==> src/rtl/axis_packet_gen_pkg.sv <==
// Shared types for the AXI-Stream packet generator.
// State encodings and lane geometry.
package axis_packet_gen_pkg;
   localparam int LANE_W = 64;

   typedef enum logic [1:0] {
      ST_IDLE,
      ST_SEND,
      ST_FINISH
   } state_e;
endpackage

==> src/rtl/axis_packet_gen_if.sv <==
// AXI-Stream bundle carried between the generator and its sink.
// The master drives data/framing, the slave drives TREADY.
interface axis_packet_gen_if #(
   parameter int DW = 512
);
   logic [DW-1:0]   TDATA;
   logic [DW/8-1:0] TKEEP;
   logic            TLAST;
   logic            TVALID;
   logic            TREADY;

   modport master (
      output TDATA, TKEEP, TLAST, TVALID,
      input  TREADY
   );

   modport slave (
      input  TDATA, TKEEP, TLAST, TVALID,
      output TREADY
   );
endinterface

==> src/rtl/axis_packet_gen.sv <==
// Framed AXI-Stream traffic source; every 64-bit lane carries
// a global beat sequence number for drop/dup/reorder checks.
module axis_packet_gen
   import axis_packet_gen_pkg::*;
#(
   parameter int DW = 512
) (
   input  logic        clk,
   input  logic        resetn,
   input  logic        START,
   input  logic        STOP,
   input  logic [15:0] PACKET_CYCLES,
   input  logic [31:0] PACKET_COUNT,
   axis_packet_gen_if.master AXIS_OUT,
   output logic        BUSY,
   output logic [31:0] PACKETS_SENT
);

   state_e      state_q, state_d;
   logic [63:0] seq_q, seq_d;
   logic [15:0] beat_q, beat_d;
   logic [15:0] cyc_q, cyc_d;
   logic [31:0] cnt_q, cnt_d;
   logic [31:0] sent_q, sent_d;
   logic        stop_q, stop_d;
   logic        tvalid_q, tvalid_d;
   logic        tlast_q, tlast_d;
   logic        hs;
   logic        last_pkt;

   always_ff @(posedge clk) begin
      if (!resetn) begin
         state_q  <= ST_IDLE;
         seq_q    <= '0;
         beat_q   <= '0;
         cyc_q    <= 16'd1;
         cnt_q    <= '0;
         sent_q   <= '0;
         stop_q   <= 1'b0;
         tvalid_q <= 1'b0;
         tlast_q  <= 1'b0;
      end else begin
         state_q  <= state_d;
         seq_q    <= seq_d;
         beat_q   <= beat_d;
         cyc_q    <= cyc_d;
         cnt_q    <= cnt_d;
         sent_q   <= sent_d;
         stop_q   <= stop_d;
         tvalid_q <= tvalid_d;
         tlast_q  <= tlast_d;
      end
   end

   always_comb begin
      state_d  = state_q;
      seq_d    = seq_q;
      beat_d   = beat_q;
      cyc_d    = cyc_q;
      cnt_d    = cnt_q;
      sent_d   = sent_q;
      stop_d   = stop_q;
      tvalid_d = tvalid_q;
      tlast_d  = tlast_q;
      hs       = tvalid_q & AXIS_OUT.TREADY;
      // A STOP arriving with the final beat still ends the run here.
      last_pkt = stop_q | STOP |
                 ((cnt_q != 32'd0) && (sent_q + 32'd1 == cnt_q));

      unique case (state_q)
         ST_IDLE: begin
            if (START) begin
               cyc_d    = (PACKET_CYCLES == 16'd0) ? 16'd1 : PACKET_CYCLES;
               cnt_d    = PACKET_COUNT;
               seq_d    = '0;
               beat_d   = '0;
               sent_d   = '0;
               stop_d   = 1'b0;
               tvalid_d = 1'b1;
               tlast_d  = (cyc_d == 16'd1);
               state_d  = ST_SEND;
            end
         end
         ST_SEND, ST_FINISH: begin
            if (state_q == ST_SEND && STOP) begin
               stop_d  = 1'b1;
               state_d = ST_FINISH;
            end
            if (hs) begin
               seq_d = seq_q + 64'd1;
               if (tlast_q) begin
                  beat_d  = '0;
                  sent_d  = sent_q + 32'd1;
                  tlast_d = (cyc_q == 16'd1);
                  if (last_pkt) begin
                     state_d  = ST_IDLE;
                     tvalid_d = 1'b0;
                     tlast_d  = 1'b0;
                  end
               end else begin
                  beat_d  = beat_q + 16'd1;
                  tlast_d = (beat_q + 16'd2 == cyc_q);
               end
            end
         end
         default: state_d = ST_IDLE;
      endcase
   end

   for (genvar k = 0; k < DW / LANE_W; k++) begin : g_lane
      assign AXIS_OUT.TDATA[k*LANE_W +: LANE_W] = seq_q;
   end

   assign AXIS_OUT.TKEEP  = '1;
   assign AXIS_OUT.TLAST  = tlast_q;
   assign AXIS_OUT.TVALID = tvalid_q;
   assign BUSY            = (state_q != ST_IDLE);
   assign PACKETS_SENT    = sent_q;

endmodule

==> src/flat_wrapper.sv <==
// flat-port wrapper written by rule: the top's interface ports become plain ports
module axis_packet_gen_flat import axis_packet_gen_pkg::*;
#(
   parameter int DW = 512
)
  (clk, resetn, START, STOP, PACKET_CYCLES, PACKET_COUNT, BUSY, PACKETS_SENT, AXIS_OUT_TDATA, AXIS_OUT_TKEEP, AXIS_OUT_TLAST, AXIS_OUT_TVALID, AXIS_OUT_TREADY);
  axis_packet_gen_if #(.DW(DW)) AXIS_OUT_i ();
  input  logic clk;
  input  logic resetn;
  input  logic START;
  input  logic STOP;
  input  logic [15:0] PACKET_CYCLES;
  input  logic [31:0] PACKET_COUNT;
  output logic BUSY;
  output logic [31:0] PACKETS_SENT;
  output wire logic [$bits(AXIS_OUT_i.TDATA)-1:0] AXIS_OUT_TDATA;
  output wire logic [$bits(AXIS_OUT_i.TKEEP)-1:0] AXIS_OUT_TKEEP;
  output wire logic [$bits(AXIS_OUT_i.TLAST)-1:0] AXIS_OUT_TLAST;
  output wire logic [$bits(AXIS_OUT_i.TVALID)-1:0] AXIS_OUT_TVALID;
  input wire logic [$bits(AXIS_OUT_i.TREADY)-1:0] AXIS_OUT_TREADY;
  assign AXIS_OUT_TDATA = AXIS_OUT_i.TDATA;
  assign AXIS_OUT_TKEEP = AXIS_OUT_i.TKEEP;
  assign AXIS_OUT_TLAST = AXIS_OUT_i.TLAST;
  assign AXIS_OUT_TVALID = AXIS_OUT_i.TVALID;
  assign AXIS_OUT_i.TREADY = AXIS_OUT_TREADY;
  axis_packet_gen #(.DW(DW)) u_core (.clk(clk), .resetn(resetn), .START(START), .STOP(STOP), .PACKET_CYCLES(PACKET_CYCLES), .PACKET_COUNT(PACKET_COUNT), .AXIS_OUT(AXIS_OUT_i), .BUSY(BUSY), .PACKETS_SENT(PACKETS_SENT));
endmodule
==> config.mk <==
export PLATFORM = sky130hd
export DESIGN_NAME = axis_packet_gen_flat
export DESIGN_NICKNAME = d
export VERILOG_FILES = /design/src/rtl/axis_packet_gen_pkg.sv /design/src/rtl/axis_packet_gen_if.sv /design/src/rtl/axis_packet_gen.sv /design/src/flat_wrapper.sv
export SDC_FILE = /design/constraint.sdc
export NUM_CORES = 1
export LEC_CHECK = 0
export CAP_MARGIN = 20
export CELL_PAD_IN_SITES_DETAIL_PLACEMENT = 2
export CELL_PAD_IN_SITES_GLOBAL_PLACEMENT = 2
export CORE_AREA = 2 2 257 259
export DETAILED_ROUTE_END_ITERATION = 8
export DIE_AREA = 0 0 259 261
export PLACE_DENSITY = 0.73
export SYNTH_ARGS = -nofsm -noshare
export SYNTH_HDL_FRONTEND = slang
export SYNTH_SLANG_ARGS = --single-unit
==> constraint.sdc <==
create_clock -name clk -period 3.48 [get_ports clk]
set_input_delay 1.044 -clock clk [delete_from_list [all_inputs] [get_ports clk]]
set_output_delay 1.044 -clock clk [all_outputs]
set_load 0.005 [all_outputs]
==> results.sh, run 1 <==
export IMPL_status="finished clean"
export IMPL_synth_cell_type_count=67
export IMPL_maxCapViolCount=0
export IMPL_cp_buffers_inverters=2
export IMPL_async_flop_share_pct=0
export IMPL_coreArea_um2=65000
export IMPL_cts_path_max_buffers=2
export IMPL_synth_top_family_by_area="buffers and inverters"
export IMPL_synth_area_um2=12700
export IMPL_combPwrFrac_pct=11.9
export IMPL_setup_viol=0
export IMPL_slew_headroom_pct=48.4
export IMPL_num_antenna_cells=0
export IMPL_tns_ps=0
export IMPL_dieWidth_um=259
export IMPL_worst_clock_skew_ps=17.3
export IMPL_grt_pass1_vias=11720
export IMPL_yosysTopAreaCellShare_pct=30.3
export IMPL_finalCritPeriodShare_pct=91.0
export IMPL_grt_ovfl_total=0
export IMPL_synth_seq_cells=165
export IMPL_die_y_um=261
export IMPL_synth_edf_count=0
export IMPL_yosys_top_cells_area="buf_4 (30%), dfxtp_1 (26%), xnor2_1 (5.4%), nand2_1 (5.1%), xor2_1 (3.7%)"
export IMPL_grtUsageMet3_pct=3.44
export IMPL_dp_hpwl_um=44700
export IMPL_cts_buffers=17
export IMPL_finalPower_mw=4.49
export IMPL_cp_required_ps=3900
export IMPL_yosys_warnings=0
export IMPL_io_pins=664
export IMPL_clkTransAtPathRegs_ps=70
export IMPL_yosys_area_top_type="buf_4"
export IMPL_path_cells="clkdlybuf4s50_1 -> a21boi_0 -> nor4b_2 -> buf_4 -> nand4_1 -> or3_1 -> nor3_1 -> nand2_1 -> or2_2 -> a21oi_1"
export IMPL_muxShareOfSynthArea_pct=0.167
export IMPL_crit_fanout=5
export IMPL_synth_simple_area_share_pct=21.4
export IMPL_final_nets=1885
export IMPL_netlist_instances=1620
export IMPL_seq_power_share_pct=44.4
export IMPL_routedWlPerCell_um=20.5
export IMPL_whs_ps=503
export IMPL_grtUsageTotal_pct=15.7
export IMPL_grt_max_degree=63
export IMPL_synth_adder_area_share_pct=0.688
export IMPL_synth_ff_type="dfxtp_1"
export IMPL_fp_dieArea_um2=67600
export IMPL_vdd_ir_drop_worst_mv=0.224
export IMPL_startpoint_type="primary input"
export IMPL_p_leak_nw=5.97
export IMPL_finalMaxSlewViolations=0
export IMPL_cp_top_family="simple AND/OR/NAND/NOR gates"
export IMPL_max_stage_delay_ps=520
export IMPL_postLayoutCoreUtil_pct=26.6
export IMPL_synth_compound_area_share_pct=9.79
export IMPL_initial_utilization_pct=19.6
export IMPL_port_buffers=599
export IMPL_vias=11222
export IMPL_cp_arrival_ps=3590
export IMPL_final_antenna_net_count=0
export IMPL_viasPerCell=4.15
export IMPL_drt_first_pass_iters=4
export IMPL_fmax_mhz=316
export IMPL_rsz0062_at_grt="false"
export IMPL_num_fill_cells=7408
export IMPL_gr_usage_met1_pct=18.2
export IMPL_postLayoutCellArea_um2=17300
export IMPL_yosysSeqAreaShare_pct=26.0
export IMPL_internal_power_mw=3.20
export IMPL_dpl_cell_area_um2=16700
export IMPL_met2_usage_pct=28.9
export IMPL_worst_slack_ps=313
export IMPL_place_inst=2670
export IMPL_grt_busiest_layer="met2"
export IMPL_post_cts_buffers=0
export IMPL_area_growth_pct=35.9
export IMPL_synth_xor_area_share_pct=9.34
export IMPL_clockRootBuffer="clkbuf_16"
export IMPL_worst_pin_slew_ps=773
export IMPL_syn_avg_cell_area_um2=7.86
export IMPL_p_per_area_nw_per_um2=260
export IMPL_holdBufCountCts=0
export IMPL_cp_slowest_cell="clkdlybuf4s50_1"
export IMPL_final_cells=2702
export IMPL_wirelength_um=55400
export IMPL_num_rows=94
export IMPL_drc=0
export IMPL_hold_class="register to register"
export IMPL_grt_antenna_before_repair=1
export IMPL_insertion_delay_ps=490
export IMPL_p_switching_mw=1.30
export IMPL_pre_cts_ws_ps=-185
export IMPL_drt_first_iter_violations=384
export IMPL_cts_tree="built"
export IMPL_cts_resized=0
export IMPL_grt_pass1_wl_um=79400
export IMPL_globalplace_congestion=0.829
export IMPL_hold_viol=0
export IMPL_cts_sinks=165
export IMPL_swShare_pct=28.9
export IMPL_path_class="primary input to register"
export IMPL_p_clk_share_pct=43.6
export IMPL_drive_gt1_share_pct=8.43
export IMPL_layout_min_cycle_time_ps=3170
export IMPL_worst_setup_path_end_kind="register"
export IMPL_htreeDepth=4
-- cell usage after synthesis, drive strengths merged (21+ instances only) --
cell / number
xnor2: 79
clkbuf: 41
o21ai: 64
xor2: 54
nand3: 48
nand4: 37
nor2: 104
a21boi: 41
buf: 532
or3: 21
nand2: 176
nor4: 26
a21oi: 28
nor3: 25
dfxtp: 165
and3: 27
-- per-layer routing --
layer	wire length (um)	up-vias
met1	22500	5583
met5	0	-
li1	-	5261
met3	2670	48
met2	29000	330
met4	1220	0
-- registers in the layout, summed over array words and instances, names as in the netlist --
| register | cells |
|---|---|
| u_core.seq_q | 64 |
| u_core.PACKETS_SENT | 32 |
| u_core.cnt_q | 32 |
| u_core.beat_q | 16 |
| u_core.cyc_q | 16 |
| u_core.state_q | 2 |
| u_core.AXIS_OUT.TLAST | 1 |
| u_core.AXIS_OUT.TVALID | 1 |
| u_core.stop_q | 1 |
-- kinds of logic after synthesis --
group,after synthesis
DFF,165
muxes,2
other,1
xor gates and xnor gates,134
adders and majority gates,7
AOI/OAI and AO/OA,193
and+or+nand+nor,531
buffers and inverters,587
-- cell type report --
cell class	instances	area, um^2	share of cell area (%)
Clock buffer	20	457	2.64
Inverter	14	52.6	0.304
Clock inverter	12	123	0.709
Multi-Input combinational cell	931	5520	31.9
Sequential cell	165	3300	19.1
Tap cell	864	1080	6.25
Timing Repair Buffer	696	6760	39.1
-- power by group through the flow --
stage	Combinational [mW]	Clock, mW	Sequential, mW
floorplan	0.361	0	2.01
global placement	0.522	0	2.04
detailed placement	0.538	0	2.04
CTS	0.544	2.04	2.00
global route	0.601	2.12	2.00
finish	0.537	1.96	2.00
-- cell usage in the layout (no fill, tap or decap), types with 4 or more instances in the layout --
cell             instances
clkinv_4                 5
nor2b_1                 20
o21ai_0                 63
o31ai_1                 12
clkdlybuf4s50_1        599
clkbuf_16               17
nand3_1                 48
a21oi_1                 28
nand2_1                174
a22o_1                   5
or4_1                    5
a31oi_1                  6
xnor2_1                 79
or3_1                   21
and4_1                  15
and3_1                  27
o211ai_1                 4
nor4_1                  21
and2_1                   8
nor2_1                 104
a21boi_0                41
conb_1                  64
inv_1                   14
ha_1                     7
a22oi_1                 12
buf_4                   94
nor3_1                  22
dfxtp_1                165
nand4_1                 34
xor2_1                  54
-- worst paths after layout --
| kind | start | to | slack, ps | cells past startpoint |
|---|---|---|---|---|
| max | AXIS_OUT_TREADY | u_core.seq_q[37] | 310 | 10 |
| min | u_core.cyc_q[14] | u_core.cyc_q[14] | 500 | 2 |
| max reg2reg | u_core.PACKETS_SENT[1] | u_core.AXIS_OUT.TLAST | 410 | 10 |
| min reg2reg | u_core.cyc_q[14] | u_core.cyc_q[14] | 500 | 2 |
-- worst register-to-register path: stages (launching register included) --
cell and delay [ps]:
dfxtp_1 470, ha_1 260, nand3_1 160, nor2_1 180, nand4_1 150, or3b_2 470
a2111oi_0 490, buf_4 190, o2111a_1 220, a311oi_1 120, o221a_2 250
(Power assumes the default switching activity.)
==> inputs of run 2 (changes only) <==
- SLEW_MARGIN: default -> 40
==> results of run 2 <==
No change in the layout: final DEF, timing and power equal those of run 1.
